===== src/rtl/bitwise_logic_pkg.sv =====
// Shared constants for the bitwise logic unit:
// op codes and FSM state encodings.
package bitwise_logic_pkg;

  localparam logic [2:0] OP_AND  = 3'b000;
  localparam logic [2:0] OP_NAND = 3'b001;
  localparam logic [2:0] OP_OR   = 3'b010;
  localparam logic [2:0] OP_NOR  = 3'b011;
  localparam logic [2:0] OP_XOR  = 3'b100;
  localparam logic [2:0] OP_XNOR = 3'b101;
  localparam logic [2:0] OP_NOT  = 3'b110;
  localparam logic [2:0] OP_PASS = 3'b111;

  localparam logic [0:0] ST_IDLE  = 1'b0;
  localparam logic [0:0] ST_ACCUM = 1'b1;

endpackage


===== src/rtl/bitwise_op_core.sv =====
// Combinational bitwise op: y = op(x, z).
// Ports: op (3b code), x/z operands, y result.
module bitwise_op_core
  import bitwise_logic_pkg::*;
#(
  parameter int WIDTH = 16
) (
  input  logic [2:0]       op,
  input  logic [WIDTH-1:0] x,
  input  logic [WIDTH-1:0] z,
  output logic [WIDTH-1:0] y
);

  always_comb begin
    y = '0;
    unique case (1'b1)
      (op == OP_AND):  y = x & z;
      (op == OP_NAND): y = ~(x & z);
      (op == OP_OR):   y = x | z;
      (op == OP_NOR):  y = ~(x | z);
      (op == OP_XOR):  y = x ^ z;
      (op == OP_XNOR): y = ~(x ^ z);
      (op == OP_NOT):  y = ~x;
      (op == OP_PASS): y = x;
      default:         y = '0;
    endcase
  end

endmodule


===== src/rtl/bitwise_logic_unit_p.sv =====
// Registered bitwise logic unit with optional multi-beat reduce frames.
// Ports: clk, rst_n, in_* (valid/ready beat), out_* (valid/ready result).
module bitwise_logic_unit_p
  import bitwise_logic_pkg::*;
#(
  parameter int WIDTH = 16,
  parameter int CNTW  = 8
) (
  input  logic             clk,
  input  logic             rst_n,
  input  logic             in_valid,
  output logic             in_ready,
  input  logic [WIDTH-1:0] in_a,
  input  logic [WIDTH-1:0] in_b,
  input  logic [2:0]       in_op,
  input  logic             in_acc,
  input  logic             in_last,
  output logic             out_valid,
  input  logic             out_ready,
  output logic [WIDTH-1:0] out_y,
  output logic [CNTW-1:0]  out_cnt,
  output logic             out_ovf
);

  localparam logic [CNTW-1:0] CNT_ONE = CNTW'(1);
  localparam logic [CNTW-1:0] CNT_MAX = '1;

  logic [0:0]       state;
  logic [WIDTH-1:0] acc;
  logic [CNTW-1:0]  cnt;
  logic [2:0]       op_q;
  logic             ovf_q;

  logic [WIDTH-1:0] y_ab;
  logic [WIDTH-1:0] y_acc;
  logic [CNTW-1:0]  cnt_inc;
  logic             cnt_sat;
  logic             ovf_nxt;
  logic             fire;

  assign in_ready = !out_valid | out_ready;
  assign fire     = in_valid & in_ready;

  // A beat that finds the counter full was not counted: flag it.
  assign cnt_sat = (cnt == CNT_MAX);
  assign cnt_inc = cnt_sat ? cnt : cnt + CNT_ONE;
  assign ovf_nxt = ovf_q | cnt_sat;

  bitwise_op_core #(.WIDTH(WIDTH)) u_ab (
    .op (in_op),
    .x  (in_a),
    .z  (in_b),
    .y  (y_ab)
  );

  bitwise_op_core #(.WIDTH(WIDTH)) u_acc (
    .op (op_q),
    .x  (acc),
    .z  (in_a),
    .y  (y_acc)
  );

  always_ff @(posedge clk or negedge rst_n) begin
    if (!rst_n) begin
      state     <= ST_IDLE;
      acc       <= '0;
      cnt       <= '0;
      op_q      <= OP_AND;
      ovf_q     <= 1'b0;
      out_valid <= 1'b0;
      out_y     <= '0;
      out_cnt   <= '0;
      out_ovf   <= 1'b0;
    end else begin
      // A load below overrides this clear.
      if (out_valid & out_ready)
        out_valid <= 1'b0;
      if (fire) begin
        unique case (1'b1)
          (state == ST_IDLE): begin
            if (!in_acc) begin
              out_y     <= y_ab;
              out_cnt   <= CNT_ONE;
              out_ovf   <= 1'b0;
              out_valid <= 1'b1;
            end else if (in_last) begin
              out_y     <= in_a;
              out_cnt   <= CNT_ONE;
              out_ovf   <= 1'b0;
              out_valid <= 1'b1;
            end else begin
              acc   <= in_a;
              op_q  <= in_op;
              cnt   <= CNT_ONE;
              ovf_q <= 1'b0;
              state <= ST_ACCUM;
            end
          end
          (state == ST_ACCUM): begin
            acc   <= y_acc;
            cnt   <= cnt_inc;
            ovf_q <= ovf_nxt;
            if (in_last) begin
              out_y     <= y_acc;
              out_cnt   <= cnt_inc;
              out_ovf   <= ovf_nxt;
              out_valid <= 1'b1;
              state     <= ST_IDLE;
            end
          end
          default: state <= ST_IDLE;
        endcase
      end
    end
  end

endmodule

===== config.mk =====
export PLATFORM = sky130hd
export DESIGN_NAME = bitwise_logic_unit_p
export DESIGN_NICKNAME = d
export VERILOG_FILES = /design/src/rtl/bitwise_logic_pkg.sv /design/src/rtl/bitwise_op_core.sv /design/src/rtl/bitwise_logic_unit_p.sv
export SDC_FILE = /design/constraint.sdc
export NUM_CORES = 1
export LEC_CHECK = 0
export ABC_AREA = 1
export BUFFER_PORTS_ARGS = -buffer_cell sky130_fd_sc_hd__buf_2
export CAP_MARGIN = 20
export CORE_AREA = 10 10 121 123
export DETAILED_ROUTE_END_ITERATION = 6
export DIE_AREA = 0 0 131 133
export PLACE_DENSITY = 0.72
export SYNTH_ARGS = -nofsm -noshare
export SYNTH_HDL_FRONTEND = slang
export SYNTH_SLANG_ARGS = --single-unit

===== constraint.sdc =====
create_clock -name clk -period 1.9 [get_ports clk]
set_clock_uncertainty 0.1 [all_clocks]
set_input_delay 0 -clock clk [delete_from_list [all_inputs] [get_ports clk]]
set_output_delay 0 -clock clk [all_outputs]
set_load 0.02 [all_outputs]

==> results of run 1 <==
==> worst paths after layout <==
kind / slack (ns) / from / cells after the start / to
hold / removal: 0.00006 / rst_n / 2 / acc[5]
max in group asynchronous: 1.16 / rst_n / 3 / op_q[2]
hold reg to reg: 0.38 / out_cnt[5] / 2 / out_cnt[5]
setup reg to reg: 0.23 / cnt[1] / 9 / cnt[1]
min in group clk: 0.01 / in_a[6] / 3 / acc[6]
setup / recovery: 0.23 / cnt[1] / 9 / cnt[1]
==> flip-flops by register name, indices dropped and copies added, names as in the netlist <==
signal,count
state,1
cnt,8
op_q,3
out_cnt,8
out_y,16
ovf_q,1
out_ovf,1
acc,16
out_valid,1
==> per-layer routing <==
layer | wire length (um) | track usage, %
met1 | 7760 | 25.7
met2 | 8630 | 35.5
met3 | 831 | 2.64
met4 | 589 | 7.85
met5 | 0 | 0
==> power breakdown <==
group	switching, mW	leakage, nW	internal [mW]
registers	0.325	0.664	1.54
logic	2.40	3.24	1.37
clock network	0.427	0.0769	0.617
total	3.15	3.98	3.53
==> logic make-up after synthesis <==
logic type / after synthesis / synth area share, %
buffers and inverters: 185 / 12.1
adders and majority gates: 65 / 13.1
DFF: 55 / 22.1
AOI/OAI and AO/OA: 64 / 6.06
xor gates and xnor gates: 3 / 0.422
and+or+nand+nor: 624 / 46.3
==> metrics by stage <==
stage               total power [mW]  setup slack (ns)
finish                          6.68             0.231
global route                    7.30           0.00756
detailed placement              5.63             0.188
CTS                             6.70             0.166
global placement                5.56             0.274
floorplan                       4.46             0.299
==> area by class of cell <==
| cell class | count | area share (%) |
|---|---|---|
| tap | 172 | 3.06 |
| sequential | 55 | 19.6 |
| clock buffer | 6 | 1.83 |
| inverter | 117 | 6.24 |
| multi-input combinational | 756 | 58.6 |
| clock inverter | 1 | 0.427 |
| timing repair buffer | 108 | 10.3 |
==> layout by cell type, fill, tap and decap left out <==
cell type,Yosys,routed
buf_12,0,6
a22oi_1,16,16
ha_1,65,65
nand2_1,270,270
nand4_1,50,50
a21boi_1,1,1
inv_2,9,9
or2_2,2,2
nor2_4,2,2
a31oi_1,10,10
o211ai_1,1,1
clkbuf_16,0,5
a21oi_1,12,12
nor3_2,3,2
nor2_1,111,111
or2_1,10,10
dlygate4sd3_1,0,2
nand3b_1,52,52
nand2_2,1,1
nor2_2,2,2
o21ai_4,0,1
nor3_4,0,1
dfrtp_1,55,54
dfrtp_2,0,1
xor2_1,3,3
bufinv_16,0,1
buf_2,37,67
clkbuf_1,27,1
nand3_2,0,1
nand3_1,121,120
o21ai_1,8,8
o21ai_0,16,15
inv_1,108,108
buf_4,3,33
==> repair_timing <==
item	CTS	global route
resized for setup	0	2
endpoints found under the hold margin	56	0
endpoints found under the setup margin	0	3
hold buffers	2	0
==> flow_metrics.tcl, run 1 <==
set metrics [dict create \
    synth-edff-count 0 \
    area_delta_synth_final_pct 13.0 \
    drc 0 \
    placed_area_um2 6850 \
    die_h_um 133 \
    slew_violations 0 \
    async_reset_ff_share_pct 100 \
    fin_cells 1215 \
    power.leakage_nw 3.98 \
    seq_area_frac_synth_pct 22.1 \
    path_buf_inv 1 \
    setup_tns_ns 0 \
    cp_top_family "simple AND/OR/NAND/NOR gates" \
    critPathRequiredTime_ns 2.02 \
    first_pass_iters 7 \
    cts_buffer_depth 2 \
    fin_crit_sh_pct 87.9 \
    portBuffers 67 \
    clkLatencyLatePin_ns 0.30 \
    hold_ws_ns 0.0000572 \
    seq_area_um2 1380 \
    grt_overflow_total 0 \
    slowest_stage "dfrtp_1" \
    antenna_found_initial 0 \
    max_slew_margin_pct 71.0 \
    path_common_cell "nand2_1" \
    finalHoldViolCount 0 \
    grt_pass1_wl_mm 30.0 \
    synth.avg_cell_area_um2 6.26 \
    dp_hpwl_mm 13.1 \
    start_util_pct 50.4 \
    netlist_top_cells_count "nand2_1 (270), nand3_1 (121), nor2_1 (111), inv_1 (108), ha_1 (65)" \
    synth_top_cell_by_area "dfrtp_1" \
    nFillCells 1229 \
    synth_cells 996 \
    die_width_um 131 \
    critPathCaptureType "flip-flop" \
    cp-start-kind "flip-flop" \
    std_cell_rows 41 \
    io_pins 68 \
    dieArea_um2 17400 \
    multiInputGateArea_um2 4130 \
    yosysTopAreaCellShare_pct 22.1 \
    ctsHtreeMaxLevel 2 \
    yosysMostFrequentCell "nand2_1" \
    vdd_drop_max_mv 0.591 \
    postCtsSetupBuffers 0 \
    drtIter0Drc 404 \
    synth.distinct_cells 27 \
    core-area_um2 12400 \
    yosys-top-cells-area "dfrtp_1 (22%), nand2_1 (16%), ha_1 (13%)" \
    grt.total_usage_pct 20.8 \
    root_buffer "clkbuf_16" \
    nets 1149 \
    final_util_pct 56.9 \
    status "finished clean" \
    cts_tree "done" \
    drive_gt1_share_pct 12.8 \
    numCtsBuffers 5 \
    cp_slowest_stage_delay_ns 0.39 \
    synth_warnings 0 \
    synth_nets 1102 \
    maxCapViolations 0 \
    tightestPinTransition_ns 0.434 \
    dpl.cell_count 1206 \
    setup_viol 0 \
    critPathMaxFanout 6 \
    crit_type "flip-flop to flip-flop" \
    min-delay-path-class "input pin to asynchronous set/reset pin" \
    yosys_most_used_dff "dfrtp_1" \
    grt_pass1_vias 6233 \
    syn_area_um2 6230 \
    vias 6551 \
    clock_sinks 55 \
    drt-total-wl_mm 17.8 \
    ys_ff_latch 55 \
    grt_max_degree 48 \
    ant_nets 0 \
    wl_per_cell_um 14.7 \
    rsz0062_at_grt "false" \
    power_per_cell_area_nw_per_um2 949 \
    crit_arrival_ns 1.79 \
    viasPerCell 5.39 \
    fmax_ghz 0.599 \
    worstPathCellList "ha_1 -> nand2_1 -> nor3_4 -> nand3_2 -> inv_2 -> nand2_1 -> nand2_1 -> nand2_1 -> o21ai_1" \
    antennaDiodeCount 0 \
    finalCriticalPeriod_ns 1.67 \
    gp_congestion 0.867 \
    stdcell_area_um2 7040 \
    clk_pin_slew_worst_paths_ns 0.07 \
]
(Power assumes the default switching activity.)
==> run 2: changes to the inputs <==
--- a/config.mk
+++ b/config.mk
@@ -8,10 +8,12 @@
 export ABC_AREA = 1
 export BUFFER_PORTS_ARGS = -buffer_cell sky130_fd_sc_hd__buf_2
 export CAP_MARGIN = 20
-export CORE_AREA = 10 10 121 123
+export CORE_AREA = 10 10 126 128
 export DETAILED_ROUTE_END_ITERATION = 6
-export DIE_AREA = 0 0 131 133
+export DIE_AREA = 0 0 136 138
+export HOLD_SLACK_MARGIN = 0.03
 export PLACE_DENSITY = 0.72
 export SYNTH_ARGS = -nofsm -noshare
 export SYNTH_HDL_FRONTEND = slang
+export SYNTH_HIERARCHICAL = 1
 export SYNTH_SLANG_ARGS = --single-unit
==> run 2 against run 1 <==
Cell count grew 8.1%. Combinational power increased by 7.4%. First-iteration DRC count up 34%. Sequential share of layout area shrank 1.0 points. Critical endpoint is now acc[0].
==> flow_metrics.tcl, run 2 <==
set metrics [dict create \
    nets 1238 \
    vias 7158 \
    synth-edff-count 0 \
    syn_area_um2 6850 \
    tightestPinTransition_ns 0.745 \
    async_reset_ff_share_pct 100 \
    min-delay-path-class "input pin to flip-flop" \
    multiInputGateArea_um2 4340 \
    status "finished clean" \
    hold_ws_ns 0.0345 \
    finalCriticalPeriod_ns 1.70 \
    grt_max_degree 66 \
    cts_buffer_depth 2 \
    die_h_um 138 \
    final_cell_mix "nand2_1 (275), inv_1 (159), nand3_1 (148)" \
    antenna_found_initial 0 \
    synth_cells 1103 \
    dp_hpwl_mm 13.4 \
    first_pass_iters 5 \
    critPathCaptureType "flip-flop" \
    portBuffers 67 \
    synth_nets 1209 \
    synth.avg_cell_area_um2 6.21 \
    std_cell_rows 43 \
    max_slew_margin_pct 50.2 \
    power.leakage_nw 4.31 \
    slew_violations 0 \
    netlist_top_cells_count "nand2_1 (275), inv_1 (159), nand3_1 (148), nand4_1 (100), nor2_1 (92)" \
    yosys-top-cells-area "dfrtp_1 (20%), nand2_1 (15%), ha_1 (12%)" \
    drive_gt1_share_pct 11.4 \
    setup_tns_ns 0 \
    yosysTopAreaCellShare_pct 20.1 \
    final_common_cell "nand2_1" \
    critPathMaxFanout 14 \
    numCtsBuffers 5 \
    yosys_most_used_dff "dfrtp_1" \
    cp-start-kind "flip-flop" \
    synth_warnings 6 \
    fmax_ghz 0.589 \
    start_util_pct 50.7 \
    crit_type "flip-flop to flip-flop" \
    clock_sinks 55 \
    root_buffer "clkbuf_16" \
    cts_tree "done" \
    critPathRequiredTime_ns 2.04 \
    grt_pass1_wl_mm 31.9 \
    vdd_drop_max_mv 0.469 \
    wl_per_cell_um 14.7 \
    grt_overflow_total 0 \
    setup_viol 0 \
    area_delta_synth_final_pct 8.72 \
    top_regs "acc x16, out_y x16" \
    ctsHtreeMaxLevel 2 \
    core-area_um2 13500 \
    clk_pin_slew_worst_paths_ns 0.08 \
    seq_area_frac_synth_pct 20.1 \
    seq_area_um2 1380 \
    maxCapViolations 0 \
    synth.distinct_cells 26 \
    drt-total-wl_mm 19.3 \
    viasPerCell 5.45 \
    finalHoldViolCount 0 \
    ys_ff_latch 55 \
    die_width_um 136 \
    drc 0 \
    antennaDiodeCount 0 \
    grt.total_usage_pct 20.0 \
    dieArea_um2 18800 \
    power_per_cell_area_nw_per_um2 942 \
    io_pins 68 \
    crit_arrival_ns 1.84 \
    ant_nets 0 \
    fin_crit_sh_pct 89.3 \
    rsz0062_at_grt "false" \
    drtIter0Drc 540 \
    gp_congestion 0.891 \
    synth_top_cell_by_area "dfrtp_1" \
    nFillCells 1357 \
    yosysMostFrequentCell "nand2_1" \
    grt_pass1_vias 6265 \
    clkLatencyLatePin_ns 0.30 \
]
==> run 2: critical path, stage by stage (launching register included) <==
cell and delay, ns:
dfrtp_2 0.49, inv_4 0.07, nor2_8 0.20, buf_4 0.22
nand3_1 0.08, nand2_1 0.07, nor2_1 0.04, nand2_1 0.06
nand2_1 0.07, o21ai_0 0.10, nand2_1 0.07, nand2_1 0.07
==> run 2: kinds of logic after synthesis <==
group           Yosys count  synth area share [%]
flops                    55                  20.1
compound gates           74                  5.83
fa+ha+maj                65                  11.9
buf+inv                 250                  16.5
simple gates            659                  45.7
==> run 2: area by class of cell <==
class,count,share of cell area (%)
tap,180,3.03
clock inverter,2,0.219
inverter,168,8.54
multi-input combinational,798,58.3
sequential,55,18.6
timing repair buffer,104,9.48
clock buffer,6,1.87
==> run 2: path summary, 6_finish.rpt <==
check                      startpoint       to  slack, ns  depth (start not counted)
max reg2reg                   op_q[1]   acc[0]       0.20                         11
max in group asynchronous       rst_n  op_q[2]       1.00                          3
min                          in_a[14]  acc[14]       0.03                          5
min reg2reg                   out_ovf  out_ovf       0.38                          2
min in group asynchronous       rst_n   cnt[7]       0.09                          2
max                           op_q[1]   acc[0]       0.20                         11
==> run 2: stage by stage <==
stage / util [%] / area, um^2 / std cells / power [mW] / setup slack [ns]
detailed placement: 53.3 / 7200 / 1297 / 5.94 / 0.139
finish: 55.1 / 7440 / 1313 / 7.01 / 0.203
floorplan: - / 6850 / 1103 / 4.92 / 0.336
global placement: 53.3 / 7200 / 1297 / 5.89 / 0.163
CTS: 55.0 / 7420 / 1312 / 6.98 / 0.115
global route: 55.1 / 7440 / 1313 / 7.69 / 0.0255
==> run 2: layer usage <==
| layer | vias to the layer above | GRT usage [%] | wire, um |
|---|---|---|---|
| met1 | 3273 | 29.3 | 9340 |
| met4 | 0 | 4.43 | 218 |
| met3 | 14 | 1.96 | 957 |
| met5 | - | 0 | 0 |
| li1 | 3675 | - | - |
| met2 | 196 | 30.7 | 8740 |
==> run 2: power by group <==
part / internal [mW] / total (mW) / switching, mW / leakage, nW
combinational: 1.43 / 4.05 / 2.61 / 3.55
clock: 0.529 / 0.993 / 0.464 / 0.0731
sequential: 1.55 / 1.97 / 0.417 / 0.683
==> run 2: repair_timing <==
| item | CTS | global route |
|---|---|---|
| hold buffers | 7 | 0 |
| setup endpoints to repair | 0 | 19 |
| gates resized for setup | 0 | 1 |
| hold endpoints to repair | 61 | 0 |
| setup buffers | 0 | 1 |
==> run 3: changes to the inputs <==
--- a/config.mk
+++ b/config.mk
@@ -12,7 +12,7 @@
 export DETAILED_ROUTE_END_ITERATION = 6
 export DIE_AREA = 0 0 136 138
 export HOLD_SLACK_MARGIN = 0.03
-export PLACE_DENSITY = 0.72
+export PLACE_DENSITY = 0.75
 export SYNTH_ARGS = -nofsm -noshare
 export SYNTH_HDL_FRONTEND = slang
 export SYNTH_HIERARCHICAL = 1
==> constraint.sdc (replaced) <==
create_clock -name clk -period 1.4 [get_ports clk]
set_clock_uncertainty 0.1 [all_clocks]
set_input_delay 0 -clock clk [delete_from_list [all_inputs] [get_ports clk]]
set_output_delay 0 -clock clk [all_outputs]
set_load 0.02 [all_outputs]
==> run 3 against run 2 <==
Core utilization up 9.6 points. Critical path depth unchanged. The run now ends with negative hold slack, negative setup slack left. Wire length up 16%. Clock-buffer cell count unchanged. Power up 66%. Sequential cell count unchanged. Non-clock buffer count up 91.
==> flow_metrics.tcl, run 3 (synthesis results as in run 2) <==
set metrics [dict create \
    status "finished with violations" \
    violations "negative hold slack, negative setup slack" \
    drive_gt1_share_pct 23.0 \
    std_cell_rows 43 \
    tightestPinTransition_ns 0.437 \
    fin_cells 1405 \
    crit_type "flip-flop to flip-flop" \
    slew_violations 0 \
    path_buf_inv 4 \
    setup_viol 41 \
    min_delay_path_depth 5 \
    worstPathCellList "buf_12 -> nor2_4 -> buf_6 -> buf_12 -> nand3_2 -> nand2_1 -> nor2_1 -> nand2_1 -> nand2_1 -> buf_4 -> a31oi_1" \
    start_util_pct 50.7 \
    path_common_cell "nand2_1" \
    clock_sinks 55 \
    critPathMaxFanout 5 \
    hold_ws_ns -0.00661 \
    grt_overflow_total 0 \
    finalHoldViolCount 1 \
    cp_slowest_stage_delay_ns 0.41 \
    top_regs "acc x16, out_y x16" \
    timing.final.ws_setup_ns -0.326 \
    min_from "out_ready" \
    fmax_ghz 0.579 \
    reg2reg_to "out_y[1]" \
    vdd_drop_max_mv 0.768 \
    ctsHoldBuffers 5 \
    critPathCaptureType "flip-flop" \
    grt_pass1_vias 7093 \
    placed_area_um2 7920 \
    vias 7895 \
    max_slew_margin_pct 70.5 \
    io_pins 68 \
    dpl.cell_count 1369 \
    numCtsBuffers 5 \
    crit_arrival_ns 1.85 \
    maxCapViolations 0 \
    root_buffer "clkbuf_16" \
    stdcell_area_um2 8740 \
    wl_per_cell_um 15.9 \
    cp-start-kind "flip-flop" \
    clk_pin_slew_worst_paths_ns 0.08 \
    gp_congestion 0.877 \
    drtIter0Drc 749 \
    cp_top_family "buffers and inverters" \
    r2r_cells 11 \
    drc 0 \
    final_cell_mix "nand2_1 (260), inv_1 (158), nand3_1 (117)" \
    power_per_cell_area_nw_per_um2 1330 \
    cts_tree "done" \
    die_h_um 138 \
    slowest_stage "dfrtp_1" \
    dp_hpwl_mm 14.5 \
    min-delay-path-class "input pin to flip-flop" \
    fin_crit_sh_pct 123 \
    finalCriticalPeriod_ns 1.73 \
    worstReg2RegStart "op_q[1]" \
    first_pass_iters 5 \
    p_total_mw 11.6 \
    dieArea_um2 18800 \
    cts_buffer_depth 2 \
    portBuffers 67 \
    final_common_cell "nand2_1" \
    rrSetupSlack_ns -0.33 \
    drt-total-wl_mm 22.3 \
    viasPerCell 5.62 \
    clkLatencyLatePin_ns 0.30 \
    area_delta_synth_final_pct 27.7 \
    antenna_found_initial 0 \
    power.leakage_nw 4.93 \
    rsz0062_at_grt "true" \
    nFillCells 1108 \
    critPathRequiredTime_ns 1.52 \
    core-area_um2 13500 \
    grt_max_degree 56 \
    antennaDiodeCount 0 \
    ant_nets 0 \
    die_width_um 136 \
    ctsHtreeMaxLevel 2 \
    grt_pass1_wl_mm 35.4 \
    nets 1330 \
    grt.total_usage_pct 22.2 \
    min_to "out_valid" \
]
-- run 3: changes by cell type in the layout (fill, tap and decap cells not counted), sizes merged --
cell         before  now
inv             167  169
clkbuf            6    9
bufbuf            0    1
dlygate4sd3       7    5
buf              97  186
clkinv            2    0
nor2            101  102
-- run 3: metrics by stage --
step / TNS, ns / hold slack (ns) / utilization, % / worst slack [ns]
2_1_floorplan: -0.684 / -0.396 / - / -0.0474
6_report: -7.40 / -0.00661 / 64.7 / -0.326
4_1_cts: -5.26 / -0.0286 / 62.1 / -0.204
3_5_place_dp: -8.66 / -0.0717 / 58.6 / -0.283
3_3_place_gp: -7.26 / -0.0721 / 58.6 / -0.243
5_1_grt: -12.14 / 0.0167 / 64.7 / -0.433
-- run 3: timing repair --
| item | 4_1_cts | 5_1_grt |
|---|---|---|
| buffers inserted | 10 | 8 |
| resized for setup | 21 | 61 |
| pin swaps | 9 | 52 |
| endpoints found under the setup margin | 50 | 50 |
| hold endpoints to repair | 60 | 1 |
| gates cloned | 3 | 4 |
-- run 3: worst max-delay path by stage --
stage	start	end	slack, ns	cells past startpoint
6_report	op_q[1]	out_y[1]	-0.33	11
3_3_place_gp	op_q[1]	acc[10]	-0.24	11
3_5_place_dp	op_q[1]	out_y[4]	-0.28	9
2_1_floorplan	op_q[0]	acc[2]	-0.05	11
5_1_grt	op_q[1]	out_y[1]	-0.43	11
4_1_cts	op_q[1]	acc[8]	-0.20	11
-- run 3: final cells by class --
class	instances	area [um^2]	share of cell area [%]
clock buffer	6	129	1.47
timing repair buffer	195	1700	19.4
multi-input combinational	799	4640	53.0
sequential	55	1380	15.8
inverter	168	653	7.47
clock inverter	2	16.3	0.186
tap	180	225	2.58
-- run 3: tightest hold or removal path, stage by stage --
cell and delay, ns:
buf_2 0.08, inv_1 0.05, nand2_4 0.08, buf_4 0.11, nand2_1 0.05
-- run 3: routing by layer --
layer / global-route usage [%] / up-vias / part of all wire, %
li1: - / 3862 / -
met1: 31.1 / 3658 / 43
met2: 34.7 / 323 / 47
met3: 2.61 / 52 / 7.7
met4: 6.39 / 0 / 2.6
met5: 0 / - / 0
-- run 3: power breakdown --
group          switching [mW]  internal, mW  total [mW]
Sequential              0.390          2.11        2.50
Clock                   0.643         0.674        1.32
Combinational            4.53          3.27        7.80
Total                    5.57          6.05        11.6
